===== src/rtl/arith_pkg.sv =====
// Shared definitions for the bit-serial arithmetic controller.
package arith_pkg;

    // Controller states, 2-bit encoding.
    typedef enum logic [1:0] {
        IDLE = 2'd0,
        RUN  = 2'd1,
        DONE = 2'd2
    } state_e;

    // Width of a counter that must hold 0..w-1; never narrower than one bit.
    function automatic int unsigned cnt_width(input int unsigned w);
        return (w <= 2) ? 1 : $clog2(w);
    endfunction

endpackage


===== src/rtl/serial_adder_ctrl_if.sv =====
// Request/result bundle between the master and the serial adder controller.
interface serial_adder_ctrl_if #(
    parameter int unsigned WIDTH = 8
);
    logic             start;
    logic             op_sub;
    logic [WIDTH-1:0] a;
    logic [WIDTH-1:0] b;
    logic             cin;
    logic             busy;
    logic             done;
    logic [WIDTH-1:0] sum;
    logic             cout;

    modport master (
        output start, op_sub, a, b, cin,
        input  busy, done, sum, cout
    );

    modport slave (
        input  start, op_sub, a, b, cin,
        output busy, done, sum, cout
    );
endinterface


===== src/rtl/serial_adder_ctrl_fa_cell.sv =====
// One-bit full adder shared by the serial controller.
module fa_cell (
    input  logic x,
    input  logic y,
    input  logic ci,
    output logic s,
    output logic co
);
    // Purely combinational sum and carry.
    always_comb begin
        s  = x ^ y ^ ci;
        co = (x & y) | (ci & (x ^ y));
    end
endmodule


===== src/rtl/serial_adder_ctrl.sv =====
// Bit-serial add/subtract controller: one bit per clock, LSB first.
module serial_adder_ctrl
    import arith_pkg::*;
#(
    parameter int unsigned WIDTH = 8
) (
    input  logic               clk,
    input  logic               rst_n,
    serial_adder_ctrl_if.slave bus
);
    localparam int unsigned CNT_W = cnt_width(WIDTH);
    localparam logic [CNT_W-1:0] CNT_LAST = CNT_W'(WIDTH - 1);

    state_e           state_q;
    logic [WIDTH-1:0] a_sh_q;
    logic [WIDTH-1:0] b_sh_q;
    logic [WIDTH-1:0] sum_sh_q;
    logic             carry_q;
    logic [CNT_W-1:0] cnt_q;
    logic             busy_q;
    logic             done_q;

    logic fa_s;
    logic fa_co;

    fa_cell u_fa (
        .x  (a_sh_q[0]),
        .y  (b_sh_q[0]),
        .ci (carry_q),
        .s  (fa_s),
        .co (fa_co)
    );

    // FSM, operand shifters, carry flop, counter and registered handshake.
    always_ff @(posedge clk or negedge rst_n) begin
        if (!rst_n) begin
            state_q  <= IDLE;
            a_sh_q   <= '0;
            b_sh_q   <= '0;
            sum_sh_q <= '0;
            carry_q  <= 1'b0;
            cnt_q    <= '0;
            busy_q   <= 1'b0;
            done_q   <= 1'b0;
        end else begin
            case (state_q)
                IDLE: begin
                    if (bus.start) begin
                        a_sh_q   <= bus.a;
                        b_sh_q   <= bus.op_sub ? ~bus.b : bus.b;
                        carry_q  <= bus.op_sub ? 1'b1 : bus.cin;
                        sum_sh_q <= '0;
                        cnt_q    <= '0;
                        busy_q   <= 1'b1;
                        state_q  <= RUN;
                    end
                end
                RUN: begin
                    carry_q  <= fa_co;
                    sum_sh_q <= {fa_s, sum_sh_q[WIDTH-1:1]};
                    a_sh_q   <= a_sh_q >> 1;
                    b_sh_q   <= b_sh_q >> 1;
                    if (cnt_q == CNT_LAST) begin
                        done_q  <= 1'b1;
                        state_q <= DONE;
                    end else begin
                        cnt_q <= cnt_q + 1'b1;
                    end
                end
                DONE: begin
                    done_q  <= 1'b0;
                    busy_q  <= 1'b0;
                    state_q <= IDLE;
                end
                default: begin
                    done_q  <= 1'b0;
                    busy_q  <= 1'b0;
                    state_q <= IDLE;
                end
            endcase
        end
    end

    assign bus.busy = busy_q;
    assign bus.done = done_q;
    assign bus.sum  = sum_sh_q;
    assign bus.cout = carry_q;
endmodule


===== src/flat_wrapper.sv =====
// flat-port wrapper written by rule: the top's interface ports become plain ports
module serial_adder_ctrl_flat import arith_pkg::*;
#(
    parameter int unsigned WIDTH = 8
)
  (clk, rst_n, bus_start, bus_op_sub, bus_a, bus_b, bus_cin, bus_busy, bus_done, bus_sum, bus_cout);
  serial_adder_ctrl_if #(.WIDTH(WIDTH)) bus_i ();
  input  logic clk;
  input  logic rst_n;
  input wire logic [$bits(bus_i.start)-1:0] bus_start;
  input wire logic [$bits(bus_i.op_sub)-1:0] bus_op_sub;
  input wire logic [$bits(bus_i.a)-1:0] bus_a;
  input wire logic [$bits(bus_i.b)-1:0] bus_b;
  input wire logic [$bits(bus_i.cin)-1:0] bus_cin;
  output wire logic [$bits(bus_i.busy)-1:0] bus_busy;
  output wire logic [$bits(bus_i.done)-1:0] bus_done;
  output wire logic [$bits(bus_i.sum)-1:0] bus_sum;
  output wire logic [$bits(bus_i.cout)-1:0] bus_cout;
  assign bus_i.start = bus_start;
  assign bus_i.op_sub = bus_op_sub;
  assign bus_i.a = bus_a;
  assign bus_i.b = bus_b;
  assign bus_i.cin = bus_cin;
  assign bus_busy = bus_i.busy;
  assign bus_done = bus_i.done;
  assign bus_sum = bus_i.sum;
  assign bus_cout = bus_i.cout;
  serial_adder_ctrl #(.WIDTH(WIDTH)) u_core (.clk(clk), .rst_n(rst_n), .bus(bus_i));
endmodule

===== config.mk =====
export PLATFORM = sky130hd
export DESIGN_NAME = serial_adder_ctrl_flat
export DESIGN_NICKNAME = d
export VERILOG_FILES = /design/src/rtl/arith_pkg.sv /design/src/rtl/serial_adder_ctrl_if.sv /design/src/rtl/serial_adder_ctrl_fa_cell.sv /design/src/rtl/serial_adder_ctrl.sv /design/src/flat_wrapper.sv
export SDC_FILE = /design/constraint.sdc
export NUM_CORES = 1
export LEC_CHECK = 0
export BUFFER_PORTS_ARGS = -buffer_cell sky130_fd_sc_hd__buf_4
export CAP_MARGIN = 10
export CORE_ASPECT_RATIO = 1.75
export CORE_MARGIN = 2
export CORE_UTILIZATION = 35
export DETAILED_ROUTE_END_ITERATION = 12
export SKIP_CTS_REPAIR_TIMING = 1
export SYNTH_ARGS = -nofsm -noshare
export SYNTH_HDL_FRONTEND = slang
export SYNTH_HIERARCHICAL = 1
export SYNTH_SLANG_ARGS = --single-unit

===== constraint.sdc =====
create_clock -name clk -period 1.35 [get_ports clk]
set_input_delay 0 -clock clk [delete_from_list [all_inputs] [get_ports clk]]
set_output_delay 0 -clock clk [all_outputs]
set_load 0.01 [all_outputs]

-- Word level (Yosys, flattened, before mapping)
Index checks and enable logic that the tools add are counted.
- input bits: 21
- word-level logic and storage cells: 49
- output and inout port bits: 11
- register bits: 32
- add/sub/neg operators: 1
- eq/ne operators: 5
- bitwise operators: 8
- reduce and logical (&&, ||, !) cells: 7
- mux-type cells: 20
- operator list (cell ; number):
    case mux 8 bit (2 select lines) ; 3
    2-to-1 mux 8 bit ; 4
    inverter 8 bit ; 1
    AND reduction 2 bit ; 4
    2-to-1 mux 3 bit ; 2
    case mux 1 bit (2 select lines) ; 3
    case mux 3 bit (2 select lines) ; 1
    2-to-1 mux 1 bit ; 4
    2-to-1 mux 2 bit ; 2
    != test 2 bit (second input constant) ; 2
    case mux 2 bit (2 select lines) ; 1
    adder 3 x 1 -> 3 bit (second input constant) ; 1
    equality test 3 bit (second input constant) ; 1
    AND reduction 3 bit ; 1
    AND 1 bit ; 2
    equality test 2 x 1 -> 1 bit (second input constant) ; 1
    zero test 2 bit ; 1
    != test 2 x 1 -> 1 bit (second input constant) ; 1
    inverter 1 bit ; 2
    nonzero test 2 bit ; 1
    XOR 1 bit ; 2
    bitwise OR 1 bit ; 1

-- Logic depth before layout (Yosys ltp)
Gate-level depths: netlist of run 1.
- depth after elaboration: 4
- mapped depth: 5
- mapped depth without buffers: 5

-- Hierarchy
Netlist of run 1, hierarchy kept.
- modules (own cells, without submodules) (module ; cells an instance ; area an instance (um^2) ; sequential area each (um^2) ; times used):
    serial_adder_ctrl ; 133 ; 1486.4 ; 800.8 ; 1
    fa_cell ; 1 ; 20.0 ; 0.0 ; 1

-- Least setup slack after synthesis of run 1
OpenSTA, ideal clock, no wires.
- path kind: reg-to-reg
- start point: register u_core.cnt_q[0]
- end point: register u_core.cnt_q[0]
- required time: 1.225 ns
- setup slack: -0.111 ns
- clock period less this slack: 1.461 ns
- arrival: 1.336 ns
- setup time: 0.125 ns
- path buffers: 0
- stages on the path, launching flop included: 6
- cells stage by stage: dfrtp_1 > ha_1 > ha_1 > nand2b_1 > a21o_1 > mux2_2
- longest elaborated chain between the ends: 3
- ends and longest elaborated chain (element ; line ; RTL):
    start: declaration ; serial_adder_ctrl.sv:19 ; logic [CNT_W-1:0] cnt_q;
    start signal: assignment ; serial_adder_ctrl.sv:67 ; cnt_q <= cnt_q + 1'b1;
    adder 3 x 1 -> 3 bit or equality test 3 bit (tied branches) ; serial_adder_ctrl.sv:67, serial_adder_ctrl.sv:63 ;
    2-to-1 mux 3 bit or != test 2 bit (tied branches) ; -- ;
    case mux 3 bit (2 select lines) or AND reduction 3 bit (tied branches) ; -- ;
Several ways; a longest one is shown, not always the timed one. The select of a mux whose other input is x is not followed.
A chain may end at the register's enable or synchronous reset.

-- Worst setup path after layout of run 1
- start point: register u_core.cnt_q[1]
- end point: register u_core.cnt_q[0]
- longest elaborated chain between the ends: 3
- ends and longest elaborated chain (element ; line ; RTL):
    equality test 3 bit ; serial_adder_ctrl.sv:63 ; if (cnt_q == CNT_LAST) begin
    != test 2 bit (no line) ; -- ;
    AND reduction 3 bit (no line) ; -- ;
No other way between the ends.

==> results of run 1 <==
worst paths after layout:
path / to / slack, ns / cells after the start
worst max-delay path: u_core/cnt_q[0]$_DFFE_PN0P_ / -0.09 / 5
worst min-delay path: u_core/a_sh_q[5]$_DFFE_PN0P_ / 0.01 / 3
worst max register to register: u_core/cnt_q[0]$_DFFE_PN0P_ / -0.09 / 5
worst min register to register: u_core/a_sh_q[1]$_DFFE_PN0P_ / 0.48 / 2
max in group asynchronous: u_core/a_sh_q[1]$_DFFE_PN0P_ / 0.87 / 2
min in group asynchronous: u_core/state_q[1]$_DFFE_PN0P_ / 0.19 / 2
flip-flops by register name (all words and copies together), names as in the netlist:
register	cells
u_core/bus.busy	1
u_core/b_sh_q	8
u_core/bus.done	1
u_core/a_sh_q	8
u_core/bus.cout	1
u_core/state_q	2
u_core/bus.sum	8
u_core/cnt_q	3
final cells by class:
class	count	area, sq um	share of cell area (%)
flip-flops and latches	32	800.8	39.88
multi-input cells	84	646.9	32.21
repair buffers	45	361.6	18.01
clock buffers	6	72.57	3.614
well taps	49	61.31	3.053
clock inverters	2	35.03	1.745
inverters	8	30.03	1.495
worst min-delay path, cell delays in order:
cell and delay [ns]:
buf_4 0.08, mux2i_1 0.05, o21ai_1 0.12
logic make-up (layout without fill, tap and decap cells):
family | after synthesis | count (layout) | share of synthesized area (%)
fa+ha+maj | 3 | 3 | 2.990
buf+inv | 18 | 61 | 5.731
xor+xnor | 8 | 8 | 4.651
flops | 32 | 32 | 53.16
compound gates | 40 | 40 | 20.10
mux | 8 | 8 | 5.399
simple gates | 25 | 25 | 7.973
routing by layer:
| metal | up-vias | track usage [%] | wire, um |
|---|---|---|---|
| li1 | 559 | - | - |
| met1 | 555 | 19.33 | 1330 |
| met2 | 24 | 20.68 | 1596 |
| met3 | 4 | 3.974 | 134 |
| met4 | 0 | 7.051 | 45 |
| met5 | - | 0 | 0 |
cells in the final DEF, fill, tap and decap left out:
cell type / count
clkbuf_1: 1
dfrtp_1: 32
o21bai_1: 1
nor2_1: 4
fa_1: 1
and2_1: 1
o32ai_1: 6
o211ai_1: 1
buf_12: 1
nor2b_2: 1
nor2b_1: 3
nand2b_4: 1
a21oi_1: 4
nor3_1: 1
or3b_4: 1
buf_4: 40
dlygate4sd3_1: 3
a221o_1: 6
inv_1: 8
a21o_1: 1
buf_6: 1
xnor2_1: 7
nand2_1: 11
xor2_1: 1
mux2_2: 1
clkbuf_8: 5
mux2i_1: 7
a22oi_1: 1
o21ai_0: 6
ha_2: 1
o31ai_1: 1
o21ai_1: 3
a22o_1: 10
ha_4: 1
clkinv_2: 1
nand2b_1: 2
bufinv_16: 1
where the power goes:
| part | leakage (nW) | internal, mW | switching [mW] |
|---|---|---|---|
| clock network | 0.0552 | 0.547 | 0.337 |
| registers | 0.404 | 1.39 | 0.322 |
| logic | 0.490 | 1.08 | 0.865 |
==> flow_summary_export.csv, run 1 <==
group,metric,value,unit
pwr,total_power,4.537,mW
cells_and_area,nNetsFinal,200,
die,core,4150,sq um
timing,post-route-min-period,1.438,ns
logic_synthesis,netlist_instances,134,
global_route,grt_pass1_wl,5147,um
timing,relSlewSlack,73.60,%
die,die_x,53.60,um
die,io_pins,32,
critical_path,path_max_fanout,4,
hold_path,hp-start,"bus_a[5]",
clock_tree,insertion_delay,0.28,ns
critical_path,cpLargestDelayFamily,"flip-flops",
logic_synthesis,synthTopCellsByCount,"dfrtp_1, nand2_1, a22o_1",
logic_synthesis,synth_cell_types,30,
clock_tree,cts_made_buffers,5,
logic_synthesis,yosysSeqAreaShare,53.16,%
clock_tree,cts_tree,"yes",
critical_path,worst-setup-path-type,"flip-flop to flip-flop",
global_route,grtUsageTotal,14.34,%
timing,hold_slack,0.01212,ns
critical_path,path_cells,"ha_2 > ha_4 > nand2b_4 > a21o_1 > mux2_2",
critical_path,required,1.52,ns
timing,clock.fmax,695.6,MHz
place,dp.cells,213,
die,die_h,90.79,um
die,start_util,36.30,%
pwr,p_per_area,2260,nW/um^2
status,status,"finished, violations left",
timing,fin_worst_skew,0.005664,ns
logic_synthesis,synth_area_leaders,"dfrtp_1, a22o_1, mux2i_1",
logic_synthesis,synth-edff-count,0,
global_route,grt_pass1_vias,1076,
clock_tree,clockBufferDepth,2,
cells_and_area,finalCoreUtilization,48.39,%
pwr,p_leak,0.9495,nW
logic_synthesis,avgSynthCellArea,11.24,sq um
critical_path,cp.buffers_inverters,0,
cells_and_area,final_cells,226,
logic_synthesis,synth-seq-cells,32,
logic_synthesis,yosys_most_used_dff,"dfrtp_1",
cells_and_area,n_antenna_cell,0,
place,place_area,1842,sq um
pwr,vdd_drop_max,0.001030,V
die,die_area,4866,sq um
detailed_routing,first_pass_iters,4,
timing,hold_viol,0,
logic_synthesis,syn-num-nets,158,
place,post-place-ws,-0.08253,ns
timing,tightest_slew,0.3960,ns
place,place.detailed.hpwl,2156,um
detailed_routing,ant_nets,0,
critical_path,cp.arrival,1.61,ns
cells_and_area,drive_gt1_share,31.07,%
detailed_routing,wl,3106,um
timing,drv_slew,0,
timing,setup_ws,-0.08769,ns
critical_path,slowest_stage,"dfrtp_1",
clock_tree,htreeDepth,2,
logic_synthesis,synth.most_common_cell,"dfrtp_1",
critical_path,critPathCaptureType,"flip-flop",
timing,rsz0062_at_grt,"yes",
critical_path,startpoint,"u_core/cnt_q[1]$_DFFE_PN0P_",
status,violations,"setup timing",
critical_path,cp-start-kind,"flip-flop",
detailed_routing,dr_total_vias,1142,
cells_and_area,fillCellCount,391,
global_route,overflow,0,
critical_path,slowest_delay,0.38,ns
hold_path,hold_class,"input pin to flip-flop",
die,rows,31,
timing,finalSetupViolations,3,
global_route,antenna_found_initial,0,
cells_and_area,area_delta_synth_final,33.31,%
detailed_routing,wl_per_cell,13.74,um
run,maxCapViolCount,0,
place,place_congestion,0.7371,
timing,tns,-0.1240,ns
timing,finalCritPeriodShare,106.5,%
logic_synthesis,ys_async_sr_fraction,100.0,%
place,port_buffers,31,
logic_synthesis,syn_area,1506,sq um
clock_tree,cts.clk_slew.worst_paths,0.06,ns
logic_synthesis,synth.top_cell.area_share,53.16,%
logic_synthesis,yosys_warnings,6,
detailed_routing,drtIter0Drc,17,
global_route,grt_max_degree,33,
clock_tree,clock_sinks,32,
logic_synthesis,synth_top_area_cell,"dfrtp_1",
clock_tree,cts-root-buf,"clkbuf_8",
critical_path,reg2reg_from,"u_core/cnt_q[1]$_DFFE_PN0P_",
cells_and_area,final_area,2008,sq um
detailed_routing,routed_via_density,5.053,
detailed_routing,drc,0,
No activity file was read; power rests on OpenSTA's default activity.
==> inputs of run 2 (changes only) <==
--- a/config.mk
+++ b/config.mk
@@ -16,3 +16,4 @@
 export SYNTH_HDL_FRONTEND = slang
 export SYNTH_HIERARCHICAL = 1
 export SYNTH_SLANG_ARGS = --single-unit
+export TNS_END_PERCENT = 50
==> flow_summary_export.csv, run 2 (synthesis gave the netlist of run 1 again) <==
group,metric,value,unit
critical_path,required,1.52,ns
place,place.detailed.hpwl,2156,um
global_route,overflow,0,
global_route,grt_pass1_wl,5147,um
timing,finalSetupViolations,3,
cells_and_area,n_antenna_cell,0,
critical_path,critPathCapture,"u_core/cnt_q[0]$_DFFE_PN0P_",
global_route,grtUsageTotal,14.34,%
cells_and_area,final_common_cell,"buf_4",
global_route,grt_max_degree,33,
cells_and_area,area_delta_synth_final,33.06,%
die,die_h,90.79,um
global_route,antenna_found_initial,0,
critical_path,cp-start-kind,"flip-flop",
detailed_routing,wl_per_cell,13.75,um
timing,post-route-min-period,1.438,ns
cells_and_area,layout_common_cells,"buf_4, dfrtp_1, nand2_1",
status,status,"finished, violations left",
critical_path,reg2reg_from,"u_core/cnt_q[1]$_DFFE_PN0P_",
timing,clock.fmax,695.6,MHz
cells_and_area,drive_gt1_share,31.07,%
timing,finalCritPeriodShare,106.5,%
critical_path,rrSetupSlack,-0.09,ns
detailed_routing,drtIter0Drc,17,
timing,drv_slew,0,
pwr,p_per_area,2259,nW/um^2
timing,relSlewSlack,73.60,%
timing,tns,-0.1240,ns
cells_and_area,finalCoreUtilization,48.30,%
global_route,grt_pass1_vias,1076,
pwr,vdd_drop_max,0.001030,V
clock_tree,clockBufferDepth,2,
critical_path,startpoint,"u_core/cnt_q[1]$_DFFE_PN0P_",
hold_path,hold_class,"input pin to flip-flop",
die,io_pins,32,
timing,rsz0062_at_grt,"yes",
critical_path,path_max_fanout,4,
clock_tree,cts_made_buffers,5,
clock_tree,cts_tree,"yes",
timing,fin_worst_skew,0.005664,ns
clock_tree,cts.clk_slew.worst_paths,0.06,ns
critical_path,worst-setup-path-type,"flip-flop to flip-flop",
pwr,p_leak,0.9486,nW
clock_tree,insertion_delay,0.28,ns
run,maxCapViolCount,0,
clock_tree,htreeDepth,2,
detailed_routing,routed_via_density,5.053,
detailed_routing,first_pass_iters,4,
clock_tree,cts-root-buf,"clkbuf_8",
critical_path,r2r_cells,5,
status,violations,"setup timing",
detailed_routing,ant_nets,0,
detailed_routing,drc,0,
die,rows,31,
clock_tree,clock_sinks,32,
critical_path,r2r-end,"u_core/cnt_q[0]$_DFFE_PN0P_",
timing,setup_ws,-0.08769,ns
timing,hold_viol,0,
detailed_routing,wl,3108,um
critical_path,cp.arrival,1.61,ns
place,port_buffers,31,
die,die_area,4866,sq um
detailed_routing,dr_total_vias,1142,
timing,tightest_slew,0.3960,ns
cells_and_area,fillCellCount,392,
die,die_x,53.60,um
die,start_util,36.30,%
critical_path,critPathCaptureType,"flip-flop",
die,core,4150,sq um
cells_and_area,nNetsFinal,200,
place,place_congestion,0.7371,
-- run 2: metal layers --
metal | track usage (%) | vias up | share of wire (%)
met2 | 20.68 | 24 | 51
met3 | 3.974 | 4 | 4.3
met1 | 19.33 | 555 | 43
met4 | 7.051 | 0 | 1.4
met5 | 0 | - | 0
li1 | - | 559 | -
-- run 2: area by class of cell --
| cell class | instances | area (sq um) | area share [%] |
|---|---|---|---|
| clock buffers | 6 | 72.57 | 3.620 |
| well taps | 49 | 61.31 | 3.059 |
| multi-input cells | 84 | 646.9 | 32.27 |
| inverters | 8 | 30.03 | 1.498 |
| repair buffers | 45 | 357.8 | 17.85 |
| flip-flops and latches | 32 | 800.8 | 39.95 |
| clock inverters | 2 | 35.03 | 1.748 |
-- run 2: worst min-delay path by stage --
stage | slack (ns) | start | end | cells past startpoint
2_1_floorplan | -0.30 | rst_n | u_core/a_sh_q[0]$_DFFE_PN0P_ | 0
3_5_place_dp | -0.04 | rst_n | u_core/bus.sum[3]$_DFFE_PN0P_ | 1
6_report | 0.01 | bus_a[5] | u_core/a_sh_q[5]$_DFFE_PN0P_ | 3
4_1_cts | -0.35 | rst_n | u_core/bus.sum[2]$_DFFE_PN0P_ | 1
5_1_grt | 0.006 | bus_a[7] | u_core/a_sh_q[7]$_DFFE_PN0P_ | 3
3_3_place_gp | -0.04 | rst_n | u_core/bus.sum[5]$_DFFE_PN0P_ | 1
-- run 2: power by group --
group / switching, mW / internal (mW)
registers: 0.322 / 1.39
logic: 0.863 / 1.07
clock network: 0.337 / 0.547
-- run 2: worst max-delay path, cell delays in order, from the launching register on --
cell and delay (ns):
dfrtp_1 0.38, ha_2 0.21, ha_4 0.17, nand2b_4 0.13, a21o_1 0.18, mux2_2 0.26
-- run 2: metrics by stage --
stage	cells	power [mW]	hold slack (ns)	cell area [sq um]	setup WS, ns
6_report	226	4.528	0.01212	2004	-0.08769
3_5_place_dp	213	3.595	-0.03759	1842	-0.08253
5_1_grt	226	4.884	0.006158	2004	-0.1320
3_3_place_gp	213	3.510	-0.04287	1842	-0.05019
4_1_cts	221	4.508	-0.3483	1949	-0.09548
2_1_floorplan	134	2.870	-0.2956	1521	-0.03191
==> inputs of run 3 (changes only) <==
--- a/config.mk
+++ b/config.mk
@@ -5,12 +5,12 @@
 export SDC_FILE = /design/constraint.sdc
 export NUM_CORES = 1
 export LEC_CHECK = 0
-export BUFFER_PORTS_ARGS = -buffer_cell sky130_fd_sc_hd__buf_4
 export CAP_MARGIN = 10
 export CORE_ASPECT_RATIO = 1.75
 export CORE_MARGIN = 2
 export CORE_UTILIZATION = 35
 export DETAILED_ROUTE_END_ITERATION = 12
+export DONT_BUFFER_PORTS = 1
 export SKIP_CTS_REPAIR_TIMING = 1
 export SYNTH_ARGS = -nofsm -noshare
 export SYNTH_HDL_FRONTEND = slang
==> flow_summary_export.csv, run 3 (synthesis gave the netlist of run 1 again) <==
group,metric,value,unit
critical_path,cp.arrival,1.61,ns
pwr,pwr-share-seq,40.4,%
clock_tree,clock_sinks,32,
cells_and_area,final_common_cell,"dfrtp_1",
cells_and_area,nNetsFinal,181,
critical_path,path_max_fanout,4,
die,die_area,4866,sq um
clock_tree,insertion_delay,0.29,ns
critical_path,slowest_delay,0.38,ns
clock_tree,cts-root-buf,"clkbuf_8",
pwr,p_sw_share,33.57,%
pwr,p_int,2.951,mW
critical_path,path_cells,"ha_2 > ha_4 > nand2b_4 > a21o_1 > mux2_4",
detailed_routing,drc,0,
die,rows,31,
detailed_routing,wl_per_cell,15.50,um
timing,hold_slack,-0.03358,ns
die,core,4150,sq um
pwr,p_leak,0.8647,nW
global_route,grt_pass1_wl,5264,um
cells_and_area,layout_common_cells,"dfrtp_1, buf_4, dlygate4sd3_1",
cells_and_area,fillCellCount,394,
status,violations,"hold timing, setup timing",
run,maxCapViolCount,0,
pwr,vdd_drop_max,0.001495,V
place,port_buffers,0,
timing,tightest_slew,0.2842,ns
clock_tree,cts_made_buffers,5,
timing,drv_slew,0,
global_route,overflow,0,
detailed_routing,ant_nets,0,
cells_and_area,n_antenna_cell,0,
cells_and_area,finalCoreUtilization,46.28,%
pwr,p_clk_share,22.7,%
detailed_routing,routed_via_density,5.217,
critical_path,required,1.52,ns
die,die_x,53.60,um
timing,rsz0062_at_grt,"yes",
detailed_routing,first_pass_iters,4,
detailed_routing,wl,3209,um
critical_path,critPathCaptureType,"flip-flop",
timing,finalSetupViolations,3,
timing,setup_ws,-0.08962,ns
timing,fin_worst_skew,0.008751,ns
detailed_routing,drtIter0Drc,15,
pwr,p_per_area,2313,nW/um^2
global_route,antenna_found_initial,0,
place,place.detailed.hpwl,2205,um
clock_tree,htreeDepth,2,
timing,relSlewSlack,81.00,%
pwr,total_power,4.442,mW
clock_tree,cts_tree,"yes",
global_route,grt_max_degree,33,
global_route,grtUsageTotal,14.86,%
die,io_pins,32,
timing,finalCritPeriodShare,106.6,%
cells_and_area,final_cells,207,
global_route,grt_pass1_vias,1088,
timing,clock.fmax,694.6,MHz
timing,hold_viol,2,
cells_and_area,drive_gt1_share,18.35,%
hold_path,hold_class,"input pin to flip-flop",
clock_tree,clockBufferDepth,2,
clock_tree,cts.clk_slew.worst_paths,0.06,ns
critical_path,slowest_stage,"dfrtp_1",
pwr,power_frac_comb,36.8,%
die,die_h,90.79,um
detailed_routing,dr_total_vias,1080,
place,place_congestion,0.7611,
place,dp.cells,184,
timing,post-route-min-period,1.440,ns
status,status,"finished, violations left",
critical_path,cp-start-kind,"flip-flop",
cells_and_area,area_delta_synth_final,27.49,%
die,start_util,36.30,%
pwr,p_switching,1.491,mW
critical_path,worst-setup-path-type,"flip-flop to flip-flop",
run 3: area by class of cell:
class / instances / area [sq um] / area share, %
clock inverters: 1 / 30.03 / 1.564
multi-input cells: 84 / 650.6 / 33.88
inverters: 8 / 30.03 / 1.564
flip-flops and latches: 32 / 802.0 / 41.76
repair buffers: 26 / 250.2 / 13.03
clock buffers: 7 / 96.34 / 5.016
well taps: 49 / 61.31 / 3.192
run 3: through the flow:
| stage | cell area [sq um] | setup WS [ns] | TNS (ns) |
|---|---|---|---|
| 6_report | 1921 | -0.08962 | -0.1217 |
| 2_1_floorplan | 1521 | -0.03191 | -0.03191 |
| 3_5_place_dp | 1624 | -0.07905 | -0.09072 |
| 3_3_place_gp | 1624 | -0.03783 | -0.03783 |
| 4_1_cts | 1750 | -0.1019 | -0.1527 |
| 5_1_grt | 1921 | -0.1506 | -0.3049 |
run 3: routing by layer:
| layer | track usage, % | part of all wire [%] | up-vias |
|---|---|---|---|
| met1 | 17.37 | 42 | 527 |
| met2 | 23.56 | 52 | 24 |
| met4 | 7.051 | 2.0 | 0 |
| met5 | 0 | 0 | - |
| li1 | - | - | 523 |
| met3 | 4.967 | 4.6 | 6 |
run 3: worst max-delay path: cells and delay by family (launching register included):
family,cells,cell delay [ns]
DFF,1,0.38
muxes,1,0.26
and+or+nand+nor,1,0.13
AOI/OAI and AO/OA,1,0.21
adders and majority gates,2,0.35
run 3: worst paths after layout:
kind	startpoint	endpoint	slack, ns	cells past startpoint
min reg2reg	u_core/a_sh_q[2]$_DFFE_PN0P_	u_core/a_sh_q[2]$_DFFE_PN0P_	0.48	2
max in group asynchronous	rst_n	u_core/state_q[0]$_DFFE_PN0P_	1.00	2
min in group asynchronous	rst_n	u_core/b_sh_q[4]$_DFFE_PN0P_	0.16	2
max	u_core/cnt_q[0]$_DFFE_PN0P_	u_core/cnt_q[0]$_DFFE_PN0P_	-0.09	5
max reg2reg	u_core/cnt_q[0]$_DFFE_PN0P_	u_core/cnt_q[0]$_DFFE_PN0P_	-0.09	5
min	bus_cin	u_core/bus.cout$_DFFE_PN0P_	-0.03	2
run 3: power by group through the flow:
stage | Sequential (mW) | Combinational [mW] | Clock [mW]
after floorplan | 1.73 | 1.14 | 0
after global placement | 1.79 | 1.43 | 0
after detailed placement | 1.82 | 1.50 | 0
after CTS | 1.80 | 1.51 | 1.04
after global routing | 1.85 | 1.85 | 1.08
final | 1.80 | 1.64 | 1.01
